$ cat src/rtl/step_seq.sv
// -----------------------------------------------------------------------------
// step_seq -- sequencer for a blocked elimination run on the "step" engine.
//
// The matrix is split into B = K/N column blocks. For each pivot block p the
// sequencer issues one phase-A (pivot/elimination) op on block p. It then
// issues phase-B (apply) ops on blocks p+1 .. B-1 in ascending order. A full
// run is B*(B+1)/2 ops. Each op is a start/done handshake with "step", and
// this block is the initiator. A watchdog aborts the run into ERROR if an op
// does not complete within TIMEOUT wait cycles.
//
// Parameters
//   N        systolic line width (column block width)
//   L        matrix row count (not used by the sequencing itself)
//   K        matrix column count, must be a multiple of N
//   TIMEOUT  wait cycles allowed per op before the watchdog fires
//
// Ports
//   clk         clock, all state changes on the rising edge
//   rst         asynchronous active-low reset
//   go          start a full run; honoured only in IDLE or ERROR
//   step_done   one-cycle completion pulse from step
//   step_start  one-cycle start pulse to step
//   col_block   column block index for the current op
//   functionA   1 = phase A (pivot/elimination), 0 = phase B (apply)
//   busy        run in progress
//   finished    one-cycle pulse after the last op completes
//   error       sticky watchdog flag, cleared by the next go
//   op_count    ops completed in the current run (saturating)
// -----------------------------------------------------------------------------
module step_seq #(
    parameter int N       = 4,
    parameter int L       = 8,
    parameter int K       = 16,
    parameter int TIMEOUT = 64
) (
    input  logic                                  clk,
    input  logic                                  rst,
    input  logic                                  go,
    input  logic                                  step_done,
    output logic                                  step_start,
    output logic [$clog2(K/N+1)-1:0]              col_block,
    output logic                                  functionA,
    output logic                                  busy,
    output logic                                  finished,
    output logic                                  error,
    output logic [$clog2((K/N)*(K/N+1)/2+1)-1:0]  op_count
);

    localparam int B    = K / N;
    localparam int NOPS = B * (B + 1) / 2;
    localparam int CW   = $clog2(B + 1);
    localparam int OW   = $clog2(NOPS + 1);
    localparam int WW   = $clog2(TIMEOUT + 1);

    localparam logic [CW-1:0] LAST_CB = CW'(B - 1);
    localparam logic [OW-1:0] MAX_OPS = OW'(NOPS);
    localparam logic [WW-1:0] WD_LAST = WW'(TIMEOUT - 1);

    generate
        if (((K % N) != 0) || (L < 1) || (TIMEOUT < 1)) begin : g_bad_params
            $error("step_seq: K must be a multiple of N, L and TIMEOUT must be positive");
        end
    endgenerate

    typedef enum logic [2:0] {
        IDLE,
        ISSUE,
        WAIT,
        NEXT,
        ERROR
    } state_t;

    state_t          state_q, state_d;
    logic [CW-1:0]   pivot_q, pivot_d;
    logic [WW-1:0]   wdog_q,  wdog_d;

    // Next values of the registered outputs.
    logic            start_d;
    logic [CW-1:0]   col_d;
    logic            fa_d;
    logic            busy_d;
    logic            finished_d;
    logic            error_d;
    logic [OW-1:0]   ops_d;

    // -------------------------------------------------------------------------
    // State and output registers. Every output is a flop, so the combinational
    // process below computes what each output becomes at the next edge.
    // -------------------------------------------------------------------------
    // NOTE: the reset is in the sensitivity list, so rst=0 clears every flop at
    // once without waiting for a clock edge. Sequential state uses
    // non-blocking (<=) assignments so that all flops update together.
    always_ff @(posedge clk or negedge rst) begin
        if (!rst) begin
            state_q    <= IDLE;
            pivot_q    <= '0;
            wdog_q     <= '0;
            step_start <= 1'b0;
            col_block  <= '0;
            functionA  <= 1'b0;
            busy       <= 1'b0;
            finished   <= 1'b0;
            error      <= 1'b0;
            op_count   <= '0;
        end else begin
            state_q    <= state_d;
            pivot_q    <= pivot_d;
            wdog_q     <= wdog_d;
            step_start <= start_d;
            col_block  <= col_d;
            functionA  <= fa_d;
            busy       <= busy_d;
            finished   <= finished_d;
            error      <= error_d;
            op_count   <= ops_d;
        end
    end

    // -------------------------------------------------------------------------
    // Next-state and next-output logic.
    // step_start and finished are pulses, so they default to 0. Everything
    // else defaults to holding its value. col_block and functionA change only
    // when entering ISSUE, which keeps them stable for the whole handshake.
    // -------------------------------------------------------------------------
    // NOTE: every signal written here gets a default at the top. A path that
    // skips an assignment would otherwise infer a latch.
    always_comb begin
        state_d    = state_q;
        pivot_d    = pivot_q;
        wdog_d     = wdog_q;
        start_d    = 1'b0;
        finished_d = 1'b0;
        col_d      = col_block;
        fa_d       = functionA;
        busy_d     = busy;
        error_d    = error;
        ops_d      = op_count;

        case (state_q)
            // A go in ERROR restarts the run exactly as it does from IDLE.
            IDLE, ERROR: begin
                if (go) begin
                    state_d = ISSUE;
                    start_d = 1'b1;
                    busy_d  = 1'b1;
                    error_d = 1'b0;
                    ops_d   = '0;
                    pivot_d = '0;
                    col_d   = '0;
                    fa_d    = 1'b1;
                    wdog_d  = '0;
                end
            end

            // step_start is high during this one cycle only.
            ISSUE: begin
                state_d = WAIT;
                wdog_d  = '0;
            end

            // If done and watchdog expiry happen in the same cycle, done is
            // checked first, so the op counts as completed.
            WAIT: begin
                if (step_done) begin
                    if (op_count != MAX_OPS) begin
                        ops_d = op_count + 1'b1;
                    end
                    // Only the last pivot issues phase A on the last block.
                    if (functionA && (col_block == LAST_CB)) begin
                        state_d    = IDLE;
                        finished_d = 1'b1;
                        busy_d     = 1'b0;
                    end else begin
                        state_d = NEXT;
                    end
                end else if (wdog_q >= WD_LAST) begin
                    // This is the TIMEOUT-th wait cycle without a done.
                    state_d = ERROR;
                    error_d = 1'b1;
                    busy_d  = 1'b0;
                    wdog_d  = wdog_q + 1'b1;
                end else begin
                    wdog_d = wdog_q + 1'b1;
                end
            end

            // Gap cycle. Move to the next block of the current pivot, or start
            // phase A of the next pivot when the last block has been applied.
            NEXT: begin
                state_d = ISSUE;
                start_d = 1'b1;
                if (col_block < LAST_CB) begin
                    col_d = col_block + 1'b1;
                    fa_d  = 1'b0;
                end else begin
                    pivot_d = pivot_q + 1'b1;
                    col_d   = pivot_q + 1'b1;
                    fa_d    = 1'b1;
                end
            end

            default: begin
                state_d = IDLE;
                busy_d  = 1'b0;
            end
        endcase
    end

endmodule

$ cat config.mk
export PLATFORM = sky130hd
export DESIGN_NAME = step_seq
export DESIGN_NICKNAME = d
export VERILOG_FILES = /design/src/rtl/step_seq.sv
export SDC_FILE = /design/constraint.sdc
export NUM_CORES = 1
export LEC_CHECK = 0
export BUFFER_PORTS_ARGS = -buffer_cell sky130_fd_sc_hd__buf_2
export CAP_MARGIN = 20
export CORE_MARGIN = 1.5
export CORE_UTILIZATION = 53
export CTS_BUF_LIST = sky130_fd_sc_hd__clkbuf_4 sky130_fd_sc_hd__clkbuf_8
export DETAILED_ROUTE_END_ITERATION = 16
export PLACE_DENSITY = 0.74
export SLEW_MARGIN = 20
export SYNTH_ARGS = -nofsm -noshare
export SYNTH_HDL_FRONTEND = slang
export SYNTH_SLANG_ARGS = --single-unit
$ cat constraint.sdc
create_clock -name clk -period 1.5 [get_ports clk]
set_input_delay 0.15 -clock clk [delete_from_list [all_inputs] [get_ports clk]]
set_output_delay 0.15 -clock clk [all_outputs]
set_load 0.02 [all_outputs]
After elaboration in Yosys (flattened, before gate mapping)
Cells that the tools add are included.

Bits in registers: 25. Input bits: 4.

Add/sub/neg operators: 4. Order comparisons: 2. Eq/ne operators: 14. Muxes and demuxes: 33. Bitwise operators: 1. Reduce and logical (&&, ||, !) cells: 14.

Operators with widths (count): 7-bit case mux with 3 select lines (1); 3-bit 2-to-1 mux (6); 7-bit 2-to-1 mux (2); 1-bit 2-to-1 mux (12); 4-bit 2-to-1 mux (3); 2-bit inequality test, second input constant (6); 3-bit case mux with 2 select lines (2); 3-bit case mux with 4 select lines (1); 4-bit AND reduction (3); 3-bit by 2-bit equality test with 1-bit output, second input constant (3); 4-bit case mux with 2 select lines (1); 7-bit by 1-bit adder with 7-bit output, second input constant (1); 7-bit by 6-bit >= comparator with 1-bit output, second input constant (1); 3-bit by 1-bit adder with 3-bit output, second input constant (2); 3-bit inequality test, second input constant (2); 1-bit case mux with 2 select lines (3); 3-bit AND reduction (2); 4-bit by 1-bit adder with 4-bit output, second input constant (1); 4-bit inequality test, second input constant (1); 2-bit AND reduction (2); 2-bit nonzero test (2); 2-bit OR reduction (2); 3-bit by 1-bit equality test with 1-bit output, second input constant (1); 3-bit equality test, second input constant (1); other kinds (7) (7).

Longest topological paths before layout
Word-level depth: 5. Mapped depth: 6. Mapped depth without buffers: 6.

Least setup slack after synthesis
OpenSTA, ideal clock, no wires.

Kind: register to register. Start: register state_q[2]. End: register wdog_q[4]. Library setup time: 0.069 ns. Arrival: 1.523 ns. Slack: -0.092 ns. Stages on the path, launching flop included: 5. Period minus slack after synthesis: 1.592 ns. Cell sequence: dfrtp_1 -> buf_2 -> or3b_4 -> or4_1 -> nand3_1.

Longest elaborated chain between the ends: 4.

Ends and longest elaborated chain: from (decl) (line 73) `state_t state_q, state_d;`; from (signal assigned) (line 106) `state_q <= state_d;`; 3-bit equality test / 3-bit logical NOT (equally long branches) (line 139) `case (state_q)`; 2-bit OR reduction (line 139); 2-bit inequality test (no line) / 3-bit nonzero test (equally long branches); 3-bit AND reduction (no line); to (signal assigned) (line 108) `wdog_q <= wdog_d;`; to (decl) (line 75) `logic [WW-1:0] wdog_q, wdog_d;`.

Parallel ways exist; a longest one is shown, timed or not. A chain may end at the register's enable or synchronous reset.

Worst setup path after layout
Start: register state_q[1]. End: register wdog_q[4].

Same word-level chain as after synthesis.

==> results <==
- The total area inside the core boundary comes to about 2300 um^2.
- The beginning of the worst register-to-register path is state_q[1]$_DFFE_PN0P_.
- The post-synthesis mux area share is ~3.1%.
- The via count of the first global-routing pass was 1051.
- The routed design has roughly 3.3 mm of wire.
- For this configuration, the core starts out at a cell density of 58.00%.
- Across the run, the number of max-cap violations was 0.
- After Yosys synthesis, XOR and XNOR cells account for about 1.3% of the synthesized area.
- The quantity of I/O buffers inserted on ports is 15.
- In this run, the number of DRC markers left after iteration 0 of detailed routing was 48.
- Setup repair after global routing could not meet its margin everywhere.
- The areal power density over the cells is 1731 nW/um^2.
- Headroom to the max-slew limit came out at 61.49%.
- The worst setup slack after layout is -0.01140 ns.
- The checks that failed: negative setup slack.
- The worst min-delay path startpoint is go.
- In this run, CTS created clock tree buffers numbering 3.
- Along the worst hold path, the cell count comes to 3.
- For this run, design rule violations remaining after detail routing come to 0.
- After synthesis, the mean cell area works out to 10.15 um^2.
- In the finished design, the share of the clock period the worst path needs comes to 100.8%.
- In this run the static leakage power is 0.8660 nW.
- The post-synthesis adder-cell area fraction is 5.687%.
- The top flip-flop cell by instance count after synthesis is sky130_fd_sc_hd__dfrtp_1.
- At the pin with the least slew margin, the transition time is 0.5776 ns.
- The final layout contains 184 nets.
- The tightest min-delay check is of the input port to flip-flop type.
- The synthesized netlist devotes 16.68% of its cell area to compound gates.
- The worst setup path is captured at a flip-flop.
- For this run, the detailed router's first-pass iteration total came to 4.
- The library cell occupying the most area in the post-synthesis netlist is sky130_fd_sc_hd__dfrtp_1.
- In this run the vertical extent of the chip is 52.91 um.
- The number of placement rows is 17.
- For this run, the number of standard cells in the final layout without fillers is 201.
- The root buffer cell chosen for the clock tree is sky130_fd_sc_hd__clkbuf_4.
- Across the routed clock network, the largest skew measured is 0.007073 ns.
- For the worst flop-to-flop path, the logic depth is 5.
- The capture instance of the worst register-to-register path is wdog_q[4]$_DFFE_PN0P_.
- The share of the synthesized area in the top cell type is between 40% and 50%.
- The path with the worst hold slack has its endpoint at state_q[2]$_DFFE_PN0P_.
- Derived from the worst setup path, the maximum achievable clock frequency is 661.6 MHz.
- Dividing the detail-routed wire length by the instance count gives 16.49 um.
- The hold slack is 0.1364 ns.
- The most critical setup path has its startpoint at state_q[1]$_DFFE_PN0P_.
- In the synthesized netlist the async set-or-reset flop fraction comes to 100.0%.
- Cells with a size suffix above 1 make up between 30% and 40% of the layout.
- The worst setup path is launched from a flip-flop.
- The largest vdd supply drop is 1.140 mV.
- The final route contains between 1000 and 1500 vias.
- The sequential fraction of the synthesis area is 47.39%.
- Synthesis instantiated 40 different standard cells from the library.
- The number of sinks on the clock net is 25.
- The final hold violation count is 0.
- For the worst-skew pair, the clock arrives at the later sink with an insertion delay of 0.32 ns.
- The synthesized area is 1320 um^2.
- For this run, the total global-route usage over all layers was measured as 24.31%.
- The first global-routing pass estimated 4.905 mm of wire.
- The net count of the mapped netlist is 140.
- Once detail routing completed, the nets flagged for antenna violations numbered 0.
- Clock-pin slew was measured on the worst setup and hold paths at about 0.14 ns.
- The die area is 2799 um^2.
- No sink is reached through more buffers than the 2 on the longest clock path.
- In this run the count of I/O pins placed on the die edge is 16.
- The number of max-slew violations in the final report is 0.
- The top fanout value on the critical path is 5.
- The number of warnings reported in the yosys synthesis log is 0.
- Counting tap cells, the placed design contains a total of 185 instances.
- The dominant combinational cell family by area after synthesis is simple AND/OR/NAND/NOR gates.
- 0 antenna diodes ended up in the layout.
- The worst setup path is of the flip-flop to flip-flop kind.
- Data on the critical path is required at its endpoint by between 1.5 and 2 ns.
- The flow ran to the end, but the final reports show violations.
- Summed over all nets, the half-perimeter wirelength after detailed placement is 2.015 mm.
- Counting I/O delays and the setup requirement, the final critical path takes between 1.5 and 2 ns.
- CTS built an H-tree with a depth of 1.
- The number of antenna violations at the first check in global routing is 0.
- The number of enable-type register cells in the synthesized netlist is 0.
- From synthesis to final layout, the design area changed by 29.29%.
- The total of endpoints with negative setup slack in the final report is 1.
- For the worst setup path, the data arrival time is 1.78 ns.
- The flip-flop and latch count after synthesis is 25.
- The worst-case register-to-register setup slack is -0.01 ns.
- The gate count after technology mapping is 130.
- Entering global routing, the biggest net connects 26 pins.
- In the post-synthesis netlist, the biggest area contributors are sky130_fd_sc_hd__dfrtp_1 (47%), sky130_fd_sc_hd__ha_1 (5.7%), sky130_fd_sc_hd__o21ai_0 (5.7%), sky130_fd_sc_hd__nand2_1 (3.4%), sky130_fd_sc_hd__nand3_1 (3.0%).
- The post-synthesis share of cell area spent on and, or, nand and nor gates is between 20 and 25%.
- TritonCTS built the clock tree.
- The via count normalized by instance count is 5.940.
- Global routing finished with a remaining overflow of 0.
- The placer congestion estimate is 0.7909.
- The horizontal die dimension is 52.91 um.
[sequential cells by signal, summed over array words and instances (netlist names), 3 cells and up]
signal,cells
col_block,3
op_count,4
pivot_q,3
state_q,3
wdog_q,7
[layout by cell type (no fill, tap or decap), types with 3 or more instances in the layout]
master / count
sky130_fd_sc_hd__dfrtp_1: 22
sky130_fd_sc_hd__buf_4: 24
sky130_fd_sc_hd__nand2_1: 11
sky130_fd_sc_hd__clkbuf_4: 3
sky130_fd_sc_hd__buf_2: 15
sky130_fd_sc_hd__mux2i_1: 3
sky130_fd_sc_hd__inv_1: 3
sky130_fd_sc_hd__a22o_1: 3
sky130_fd_sc_hd__dfrtp_2: 3
sky130_fd_sc_hd__ha_1: 6
sky130_fd_sc_hd__nor2_1: 8
sky130_fd_sc_hd__o21ai_1: 5
sky130_fd_sc_hd__buf_6: 4
sky130_fd_sc_hd__a21oi_1: 4
sky130_fd_sc_hd__o21ai_0: 10
sky130_fd_sc_hd__nand3_1: 8
[critical path: stages, from the launching register on]
cell	delay, ns
sky130_fd_sc_hd__dfrtp_2	0.49
sky130_fd_sc_hd__buf_6	0.14
sky130_fd_sc_hd__and2b_1	0.21
sky130_fd_sc_hd__a211oi_2	0.08
sky130_fd_sc_hd__or4_1	0.46
sky130_fd_sc_hd__nand3_1	0.09
[metal layers]
metal	part of all wire [%]	global-route usage, %	vias to the layer above
met5	0	0	-
met4	1.2	7.692	0
met3	6.1	3.672	4
met2	48	37.08	48
met1	45	35.33	579
li1	-	-	563
[metrics by stage]
step | util (%) | setup TNS [ns] | setup slack, ns | total power, mW | area (um^2)
after floorplan | - | 0 | 0.007860 | 1.810 | 1336
after global placement | 67.29 | -0.02714 | -0.02714 | 2.241 | 1531
after detailed placement | 67.29 | -0.1466 | -0.05146 | 2.299 | 1531
after CTS | 70.42 | 0 | 0.01068 | 2.676 | 1603
after global routing | 74.99 | -0.1544 | -0.05190 | 3.142 | 1707
final | 74.99 | -0.01140 | -0.01140 | 2.954 | 1707
[layout make-up]
class	count	area, um^2
clock inverter	1	5.005
timing repair buffer	44	310.3
tap	28	35.03
fill	152	569.3
clock buffer	3	22.52
inverter	4	15.01
multi-input combinational	96	689.4
sequential	25	629.4
[what timing repair did]
item                                   in CTS  in global routing
endpoints found under the hold margin      25                  0
hold buffers                                1                  0
setup endpoints to repair                   6                 13
pin swaps                                   1                  7
resized for setup                           6                 23
setup buffers                               3                  8
[cells in the mapped netlist, drive strengths merged (2+ instances only)]
library cell and n:
nand4 2, ha 6, nand3 8, a21oi 6
xor2 2, nand3b 2, buf 4, nand2 12
a31oi 2, or3b 2, nor2 9, a22o 3
o21ai 15, inv 4, mux2i 3, and4 2
dfrtp 25, o211ai 2, and3 2, nor3b 3
[logic make-up (layout without fill, tap and decap cells)]
kind of cell | after synthesis | in the layout
AOI/OAI and AO/OA | 35 | 35
xor gates and xnor gates | 2 | 2
adders and majority gates | 6 | 6
buffers and inverters | 9 | 52
DFF | 25 | 25
muxes | 4 | 4
and+or+nand+nor | 49 | 49
[worst max path at each step]
stage               slack, ns                       to
floorplan               0.008  op_count[0]$_DFFE_PN0P_
global placement        -0.03    wdog_q[4]$_DFFE_PN0P_
detailed placement      -0.05    wdog_q[4]$_DFFE_PN0P_
CTS                      0.01  op_count[1]$_DFFE_PN0P_
global route            -0.05    wdog_q[4]$_DFFE_PN0P_
finish                  -0.01    wdog_q[4]$_DFFE_PN0P_
[where the power goes]
group	switching, mW	internal (mW)
Sequential	0.176	0.842
Combinational	0.837	0.791
Clock	0.209	0.0999
Total	1.22	1.73
No activity file was read; power rests on OpenSTA's default activity.
